## config.mk

```make
export PLATFORM = sky130hd
export DESIGN_NAME = bnn_xnor_neuron_array
export DESIGN_NICKNAME = d
export VERILOG_FILES = /design/src/rtl/bnn_xnor_neuron_array.sv
export SDC_FILE = /design/constraint.sdc
export NUM_CORES = 1
export LEC_CHECK = 0
export BUFFER_PORTS_ARGS = -buffer_cell sky130_fd_sc_hd__buf_2
export CORE_ASPECT_RATIO = 0.9
export CORE_MARGIN = 2
export CORE_UTILIZATION = 48
export DETAILED_ROUTE_END_ITERATION = 12
export PLACE_DENSITY = 0.71
export SLEW_MARGIN = 10
export SYNTH_ARGS = -nofsm -noshare
export SYNTH_HDL_FRONTEND = slang
export SYNTH_SLANG_ARGS = --single-unit
```

## constraint.sdc

```tcl
create_clock -name clk -period 4.94 [get_ports clk]
set_input_delay 0.741 -clock clk [delete_from_list [all_inputs] [get_ports clk]]
set_output_delay 0.741 -clock clk [all_outputs]
set_load 0.02 [all_outputs]
```

## src/rtl/bnn_xnor_neuron_array.sv

```systemverilog
// Binary fully-connected layer: XNOR-popcount of a streamed activation vector
// against per-neuron weights, thresholded into one output bit per neuron.
module bnn_xnor_neuron_array #(
    parameter int IN_BITS = 16,
    parameter int CHUNK   = 4,
    parameter int NEURONS = 4,
    parameter int ACC_W   = $clog2(IN_BITS + 1),
    parameter int TH_RST  = IN_BITS / 2,
    localparam int BEATS  = IN_BITS / CHUNK,
    localparam int NW     = (NEURONS > 1) ? $clog2(NEURONS) : 1,
    localparam int BW     = (BEATS > 1) ? $clog2(BEATS) : 1
) (
    input  logic               clk,
    input  logic               rst_n,
    input  logic               wt_we,
    input  logic [NW-1:0]      wt_neuron,
    input  logic [BW-1:0]      wt_beat,
    input  logic [CHUNK-1:0]   wt_data,
    input  logic               th_we,
    input  logic [ACC_W-1:0]   th_data,
    input  logic               in_valid,
    output logic               in_ready,
    input  logic [CHUNK-1:0]   in_data,
    output logic               out_valid,
    input  logic               out_ready,
    output logic [NEURONS-1:0] out_data,
    output logic               busy
);

    typedef enum logic {ST_ACCUM, ST_EMIT} state_t;

    state_t             state_reg, state_next;
    logic [BW-1:0]      beat_cnt_reg;
    logic [NEURONS-1:0] out_data_reg;
    logic [NEURONS-1:0] fire;
    logic               accept;
    logic               last_beat;
    logic               release_out;

    function automatic logic [ACC_W-1:0] popcount(input logic [CHUNK-1:0] v);
        logic [ACC_W-1:0] c;
        c = '0;
        for (int i = 0; i < CHUNK; i++) begin
            c = c + ACC_W'(v[i]);
        end
        return c;
    endfunction

    assign last_beat   = (beat_cnt_reg == BW'(BEATS - 1));
    assign accept      = in_valid && in_ready;
    assign release_out = out_valid && out_ready;
    assign busy        = (beat_cnt_reg != '0) || (state_reg == ST_EMIT);
    assign out_data    = out_data_reg;

    always_ff @(posedge clk or negedge rst_n) begin
        if (!rst_n) begin
            state_reg <= ST_ACCUM;
        end else begin
            state_reg <= state_next;
        end
    end

    always_comb begin
        state_next = state_reg;
        in_ready   = 1'b0;
        out_valid  = 1'b0;
        case (state_reg)
            ST_ACCUM: begin
                in_ready = 1'b1;
                if (in_valid && last_beat) begin
                    state_next = ST_EMIT;
                end
            end
            ST_EMIT: begin
                out_valid = 1'b1;
                if (out_ready) begin
                    state_next = ST_ACCUM;
                end
            end
            default: state_next = ST_ACCUM;
        endcase
    end

    always_ff @(posedge clk or negedge rst_n) begin
        if (!rst_n) begin
            beat_cnt_reg <= '0;
        end else if (accept) begin
            beat_cnt_reg <= last_beat ? '0 : beat_cnt_reg + 1'b1;
        end
    end

    always_ff @(posedge clk or negedge rst_n) begin
        if (!rst_n) begin
            out_data_reg <= '0;
        end else if (accept && last_beat) begin
            out_data_reg <= fire;
        end
    end

    for (genvar gi = 0; gi < NEURONS; gi++) begin : g_neuron
        logic [CHUNK-1:0] weight_reg [BEATS];
        logic [ACC_W-1:0] th_reg;
        logic [ACC_W-1:0] acc_reg;
        logic [ACC_W-1:0] acc_next;
        logic             sel;

        // Writes land after this cycle's beat, so a same-cycle beat sees the old weight.
        assign sel      = (wt_neuron == NW'(gi));
        assign acc_next = acc_reg + popcount(~(in_data ^ weight_reg[beat_cnt_reg]));
        assign fire[gi] = (acc_next >= th_reg);

        always_ff @(posedge clk or negedge rst_n) begin
            if (!rst_n) begin
                for (int b = 0; b < BEATS; b++) begin
                    weight_reg[b] <= '0;
                end
            end else if (wt_we && sel) begin
                for (int b = 0; b < BEATS; b++) begin
                    if (wt_beat == BW'(b)) begin
                        weight_reg[b] <= wt_data;
                    end
                end
            end
        end

        always_ff @(posedge clk or negedge rst_n) begin
            if (!rst_n) begin
                th_reg <= ACC_W'(TH_RST);
            end else if (th_we && sel) begin
                th_reg <= th_data;
            end
        end

        always_ff @(posedge clk or negedge rst_n) begin
            if (!rst_n) begin
                acc_reg <= '0;
            end else if (accept) begin
                acc_reg <= acc_next;
            end else if (release_out) begin
                acc_reg <= '0;
            end
        end
    end

endmodule

```

# Word level (Yosys, flattened, before mapping)
# Index checks and enable logic that the tools add are counted.
[totals] register_bits=111 output_inout_bits=7
[classes] n_addsub=17 n_lt_le_gt_ge=5 n_eq_ne=7 mux=23 bitwise=10 reduce_logical=33
[op_table] operator="binary-select mux 4 bit (select 2 bit)" n=4
[op_table] operator="two-way mux 4 bit" n=8
[op_table] operator="AND reduction 2 bit" n=16
[op_table] operator="two-way mux 5 bit" n=5
[op_table] operator="adder 5 x 4 -> 5 bit" n=4
[op_table] operator="greater-or-equal comparator 5 bit" n=4
[op_table] operator="adder 3 x 1 -> 4 bit" n=4
[op_table] operator="inverter 4 bit" n=4
[op_table] operator="bitwise XOR 4 bit" n=4
[op_table] operator="adder 2 x 1 -> 3 bit" n=4
[op_table] operator="logical AND 1 bit" n=12
[op_table] operator="equality test 2 bit (second input constant)" n=5
[op_table] operator="adder 1 x 1 -> 2 bit" n=4
[op_table] operator="equality test 2 x 1 -> 1 bit (second input constant)" n=2
[op_table] operator="logical NOT 2 bit" n=2
[op_table] operator="two-way mux 1 bit" n=4
[op_table] operator="nonzero test 2 bit" n=2
[op_table] operator="greater-or-equal comparator 3 bit (second input constant)" n=1
[op_table] operator="inverter 2 -> 3 bit" n=1
[op_table] operator="adder 2 x 1 -> 2 bit (second input constant)" n=1
[op_table] operator="two-way mux 2 bit" n=1
[op_table] operator="one-hot mux 1 bit (2 select lines)" n=1
[op_table] operator="logical OR 1 bit" n=1
[op_table] operator="inverter 1 bit" n=1

# Longest topological paths before layout
# Gate-level depths: netlist (run 1).
[depth] ltp_word=11 ltp_mapped=14 mapped_depth_nobuf=12

# Worst setup path before layout (run 1)
# No wires, ideal clock.
[synth_timing] path_kind="flip-flop to flip-flop" from="register beat_cnt_reg[0]" to="register out_data_reg[1] (netlist: out_data[1])" setup_ps=121 arrival_ps=3565 setup_slack_ps=1254 stages_incl_launch_ff=14 n_path_buf=2 cell_sequence="dfrtp_1 > buf_6 > buf_12 > mux4_2 > xor2_1 > fa_1 > fa_1 > fa_1 > nor2_1 > xor2_1 > ha_1 > a21oi_1 > nand2_1 > o22a_1"
[synth_via] elab_chain_cells=11 word_cells_on_any_way=13 classes_between="add/sub (4); order compare (1); eq/ne (1); mux (3); bitwise (3); reduce/logical (1)"
[synth_rtl] element="start: declaration" line="33" source="logic [BW-1:0] beat_cnt_reg;"
[synth_rtl] element="start signal: assignment" line="88" source="beat_cnt_reg <= last_beat ? '0 : beat_cnt_reg + 1'b1;"
[synth_rtl] element="inverter 2 -> 3 bit (implied by the code)" line="109" source="assign acc_next = acc_reg + popcount(~(in_data ^ weight_reg[beat_cnt_reg]));"
[synth_rtl] element="binary-select mux 4 bit (select 2 bit)" line="109"
[synth_rtl] element="two-way mux 4 bit (implied by the code) (2 in a row)" line="109"
[synth_rtl] element="bitwise XOR 4 bit" line="109"
[synth_rtl] element="inverter 4 bit" line="109"
[synth_rtl] element="adder 1 x 1 -> 2 bit" line="44" source="c = c + ACC_W'(v[i]);"
[synth_rtl] element="adder 2 x 1 -> 3 bit" line="44"
[synth_rtl] element="adder 3 x 1 -> 4 bit" line="44"
[synth_rtl] element="adder 5 x 4 -> 5 bit" line="109"
[synth_rtl] element="greater-or-equal comparator 5 bit" line="110" source="assign fire[gi] = (acc_next >= th_reg);"
[synth_rtl] element="end signal: assignment" line="96" source="out_data_reg <= fire;"
[synth_rtl] element="end: declaration" line="34" source="logic [NEURONS-1:0] out_data_reg;"
# Parallel ways exist; a longest one is shown, timed or not. The select of a mux whose other input is x is not followed.
# A chain may end at the register's enable or synchronous reset.

# Final worst setup path (run 1)
[layout_timing] from="register beat_cnt_reg[0]" to="register out_data_reg[2] (netlist: out_data[2])"
# The elaborated chain is that of the path after synthesis.

==> results of run 1 <==
-- synth_stat cells (all sizes together) (10+ instances only) --
library cell  count
mux4             16
xor2             20
a21oi            16
nand2            31
mux2             80
fa               12
inv              39
nor2             15
buf              10
ha               26
o21ai            22
dfrtp           107
-- worst max path at each step --
stage               startpoint          end  slack [ns]  cells past startpoint
5_1_grt        beat_cnt_reg[0]  out_data[2]        0.61                     11
6_report       beat_cnt_reg[0]  out_data[2]        0.87                     11
3_5_place_dp   beat_cnt_reg[0]  out_data[2]        0.84                     11
4_1_cts        beat_cnt_reg[0]  out_data[2]        0.83                     11
2_1_floorplan  beat_cnt_reg[0]  out_data[1]        1.25                     13
3_3_place_gp   beat_cnt_reg[0]  out_data[2]        0.93                     11
-- layout make-up --
cell class	instances	area (um^2)
fillers	1025	5530
multi-input cells	293	2800
flip-flops and latches	111	2780
clock buffers	9	225
well taps	160	200
repair buffers	34	185
inverters	39	146
clock inverters	6	70.1
-- per-layer routing --
layer,vias to the layer above,part of all wire [%],GRT usage [%]
li1,1645,-,-
met1,1817,48,28.1
met2,68,47,31.0
met3,16,4.2,3.69
met4,0,1.4,5.38
met5,-,0,0
-- power groups by stage --
| stage | logic [W] | clock network, W | registers, W |
|---|---|---|---|
| floorplan | 0.00162 | 0 | 0.00131 |
| global placement | 0.00198 | 0 | 0.00134 |
| detailed placement | 0.00207 | 0 | 0.00136 |
| CTS | 0.00208 | 0.000748 | 0.00134 |
| global route | 0.00239 | 0.000783 | 0.00138 |
| finish | 0.00207 | 0.000732 | 0.00134 |
-- worst max-delay path: stages (launching register included) --
cell and delay, ns:
dfrtp_1 0.71, mux4_1 0.64, xor2_1 0.20, fa_1 0.47, fa_1 0.48, fa_1 0.43, nor2_1 0.14, xor2_1 0.21
ha_1 0.27, a21oi_1 0.15, nand2_1 0.07, o22a_1 0.18
-- metrics by stage --
| step | util [%] | total power (W) |
|---|---|---|
| 2_1_floorplan | - | 0.00293 |
| 3_3_place_gp | 51.2 | 0.00333 |
| 3_5_place_dp | 51.2 | 0.00343 |
| 4_1_cts | 53.7 | 0.00418 |
| 5_1_grt | 53.7 | 0.00455 |
| 6_report | 53.7 | 0.00415 |
-- cells by family (layout without fill, tap and decap cells) --
kind of cell / Yosys count / count (layout) / share of synthesized area (%)
adder cells (fa/ha/maj): 38 / 38 / 9.72
AND/OR/NAND/NOR: 79 / 79 / 6.62
buffers and inverters: 55 / 88 / 4.13
flip-flops: 111 / 111 / 47.8
XOR/XNOR: 28 / 28 / 4.22
AO/OA/AOI/OAI: 52 / 52 / 5.29
multiplexers: 96 / 96 / 22.2
==> flow_summary.yaml, run 1 <==
sta:
  worst_clock_skew_ns: 0.00520
  timing.hold.ws_ns: 0.497
  fin_ws_ns: 0.869
  slew_violations: 0
  timing.fmax_mhz: 246
  rsz0062_at_grt: "no"
  min_period_over_period_pct: 82.4
  min_period_ns: 4.07
  hold_violations: 0
  finalSetupTns_ns: 0
  worstMarginPinSlew_ns: 0.928
  setup_violations: 0
  timing.slew.headroom_pct: 38.2
worst_setup_path:
  critPathArrivalTime_ns: 4.31
  crit_path_max_fanout: 11
  crit_required_ns: 5.18
  reg2reg_slack_ns: 0.87
  start_kind: "flop"
  endpoint_kind: "flop"
  reg2reg_depth: 11
  reg2reg_to: "out_data[2]"
  criticalPathCategory: "reg -> reg"
  r2r_start: "beat_cnt_reg[0]"
run_status:
  status: "completed"
global_routing:
  grt_pass1_wl_um: 19500
  overflow: 0
  grt_use_total_pct: 19.7
  antenna_found_initial: 0
  grt_max_degree: 72
  first_global_vias: 3659
drt:
  routed_wl_um: 11600
  ant_nets: 0
  drt_iter0_markers: 184
  firstDrtPassIters: 6
  drc: 0
  wl_per_cell_um: 17.8
  vias: 3546
  via_per_inst: 5.44
power:
  ir_worst_vdd_v: 0.000252
  p_int_w: 0.00259
  pwr-share-clk_pct: 17.6
  combPwrFrac_pct: 50.0
  p_per_area_mw_per_mm2: 648
  power.leakage_nw: 2.93
  seq_power_share_pct: 32.4
  p_sw_share_pct: 37.6
  p_switching_w: 0.00156
logic_synthesis:
  synth.largest_area_cell: "dfrtp_1"
  synth-seq-cells: 111
  yosysSeqAreaShare_pct: 47.8
  synthTopCellsByArea: "dfrtp_1 (46%), mux2_2 (15%), ha_1 (5.6%), fa_1 (4.1%), mux4_1 (3.6%)"
  synth_edf_count: 0
  synth_warnings: 0
  async_reset_ff_share_pct: 100
  ys_types: 37
  avgSynthCellArea_um2: 12.7
  synth_flop_cell: "dfrtp_1"
  syn-instance-count: 459
  syn-cell-area_mm2: 0.00582
  synth_top_area_share_pct: 46.0
  synth_nets: 520
placement:
  place_area_mm2: 0.00611
  dp.cells: 637
  dp_hpwl_um: 8410
  place_ws_ns: 0.837
  place_congestion: 0.791
  portBuffers: 29
finish:
  final_cell_mix: "dfrtp_1 (107), mux2_2 (79), inv_1 (38), nand2_1 (31), buf_2 (28)"
  final_cell_area_mm2: 0.00640
  layout_commonest_cell: "dfrtp_1"
  largest_register_ffs: 64
  stdcell_count: 652
  antenna_cells: 0
  drive_above_1_share_pct: 29.1
  nets: 549
  area_delta_synth_final_pct: 10.1
min_path:
  holdCritStartpoint: "g_neuron[0].th_reg[0]"
  hold_path_end: "g_neuron[0].th_reg[0]"
  min_path_cells: 1
  hold_class: "reg -> reg"
clock_network:
  cts_tree: "yes"
  clk_pin_slew_ns: 0.07
  cts_buffers: 9
  clkLatencyLatePin_ns: 0.35
  clockRootBuffer: "clkbuf_16"
  cts_hold_buf: 0
  clock_path_buffers: 2
  htreeDepth: 3
  cts_resized: 0
  clkSinkCount: 111
  cts_setup_buffers: 0
die:
  num_rows: 38
  num_io_pins: 30
  dieArea_mm2: 0.0130
  core_area_mm2: 0.0119
  initial_utilization_pct: 48.8
  fp.dieW_um: 120
  die_h_um: 108
flow_run:
  max_cap_viol_count: 0
Note: power is estimated with default switching activity, not from simulation.
==> run 2, diff against run 1 <==
- clock period: 4.94 -> 4.2 ns (I/O delays scaled with it)
==> run 2 against run 1 <==
  * Sequential share of layout area is 0.51 points lower
  * Routed wire length decreased by 1.5%
  * First-iteration DRC count is 24% higher
  * Maximum frequency up 3.2%
  * Combinational power up 19%
  * Via count fell by 0.25%
  * Total power is 19% higher
  * Hold slack got worse by 0.32 ns
  * Non-clock buffer count is 3 higher
  * Clock power increased by 23%
  * Final cell count increased by 0.61%
  * Count of clock-buffer cells in the layout rose by 2
  * Largest cell class unchanged
==> flow_summary.yaml, run 2 (synthesis gave the netlist of run 1 again) <==
placement:
  place_congestion: 0.783
  portBuffers: 29
  dp.cells: 639
  dp_hpwl_um: 8270
finish:
  nets: 552
  stdcell_count: 656
  final_cell_mix: "dfrtp_1 (107), mux2_2 (79), inv_1 (38), nand2_1 (31), buf_2 (28)"
  drive_above_1_share_pct: 29.6
  antenna_cells: 0
  layout_commonest_cell: "dfrtp_1"
  area_delta_synth_final_pct: 11.4
  largest_register_ffs: 64
clock_network:
  htreeDepth: 3
  cts_resized: 0
  cts_setup_buffers: 0
  cts_hold_buf: 0
  clkSinkCount: 111
  clk_pin_slew_ns: 0.08
  clockRootBuffer: "clkbuf_16"
  cts_buffers: 9
  cts_tree: "yes"
  clock_path_buffers: 2
  clkLatencyLatePin_ns: 0.35
sta:
  min_period_ns: 3.95
  setup_violations: 0
  slew_violations: 0
  timing.slew.headroom_pct: 59.2
  finalSetupTns_ns: 0
  hold_violations: 0
  min_period_over_period_pct: 94.0
  timing.fmax_mhz: 253
  rsz0062_at_grt: "no"
  timing.hold.ws_ns: 0.178
  worst_clock_skew_ns: 0.00580
  worstMarginPinSlew_ns: 0.612
worst_setup_path:
  crit_required_ns: 4.44
  crit_path_max_fanout: 14
  critPathArrivalTime_ns: 4.19
  crit_top_cell: "fa_1"
  cp_slowest_cell: "dfrtp_1"
  endpoint_kind: "flop"
  criticalPathCategory: "reg -> reg"
  critPathBufInv: 0
  max_stage_delay_ns: 0.74
  path_cells: "mux4_2 > xor2_1 > fa_1 > fa_1 > fa_1 > nor2_1 > xor2_1 > ha_1 > a21oi_1 > nand2_1 > o22a_1"
  start_kind: "flop"
  critical_path.top_delay_family: "adder cells"
die:
  initial_utilization_pct: 48.8
  fp.dieW_um: 120
  num_rows: 38
  dieArea_mm2: 0.0130
  die_h_um: 108
  core_area_mm2: 0.0119
  num_io_pins: 30
global_routing:
  antenna_found_initial: 0
  grt_use_total_pct: 18.9
  grt_max_degree: 91
  grt_pass1_wl_um: 18900
  first_global_vias: 3656
  overflow: 0
power:
  ir_worst_vdd_v: 0.000293
  p_total_w: 0.00494
  p_per_area_mw_per_mm2: 762
  power.leakage_nw: 2.98
drt:
  vias: 3537
  via_per_inst: 5.39
  firstDrtPassIters: 4
  routed_wl_um: 11500
  drt_iter0_markers: 228
  ant_nets: 0
  wl_per_cell_um: 17.5
  drc: 0
flow_run:
  max_cap_viol_count: 0
run_status:
  status: "completed"
min_path:
  hold_class: "in -> async"
run 2: changes by cell type in the layout (fill, tap and decap cells not counted), sizes merged:
cell	before	now
buf	34	37
clkbuf	9	11
clkinvlp	2	0
clkinv	1	2
run 2: final cells by class:
cell class | count | area (um^2)
Fill cell | 980 | 5450
Multi-Input combinational cell | 293 | 2800
Sequential cell | 111 | 2780
Clock buffer | 11 | 253
Timing Repair Buffer | 37 | 240
Tap cell | 160 | 200
Inverter | 39 | 146
Clock inverter | 5 | 63.8
run 2: power by group:
| group | total (W) | switching [W] | internal (W) |
|---|---|---|---|
| Combinational | 0.00246 | 0.00122 | 0.00124 |
| Sequential | 0.00157 | 0.000203 | 0.00137 |
| Clock | 0.000902 | 0.000400 | 0.000502 |
| Total | 0.00494 | 0.00183 | 0.00311 |
run 2: path summary, 6_finish.rpt:
| path | startpoint | endpoint | slack, ns | depth (start not counted) |
|---|---|---|---|---|
| max reg2reg | beat_cnt_reg[1] | out_data[1] | 0.25 | 11 |
| max | beat_cnt_reg[1] | out_data[1] | 0.25 | 11 |
| min reg2reg | g_neuron[3].acc_reg[0] | g_neuron[3].acc_reg[0] | 0.49 | 2 |
| min | rst_n | g_neuron[0].acc_reg[1] | 0.18 | 1 |
| max in group asynchronous | rst_n | g_neuron[2].th_reg[3] | 3.36 | 2 |
| min in group clk | out_ready | state_reg | 0.47 | 2 |
run 2: stage by stage:
step / setup slack, ns / utilization (%) / cell area, um^2
floorplan: 0.514 / - / 5820
global placement: 0.406 / 51.4 / 6140
detailed placement: 0.245 / 51.4 / 6140
CTS: 0.211 / 54.1 / 6450
global route: 0.0321 / 54.3 / 6480
finish: 0.253 / 54.3 / 6480
run 2: per-layer routing:
layer	track usage (%)	vias to the layer above	part of all wire, %
met1	26.6	1826	50
met2	30.4	52	46
met5	0	-	0
met3	3.38	14	2.5
met4	5.29	0	1.3
li1	-	1645	-
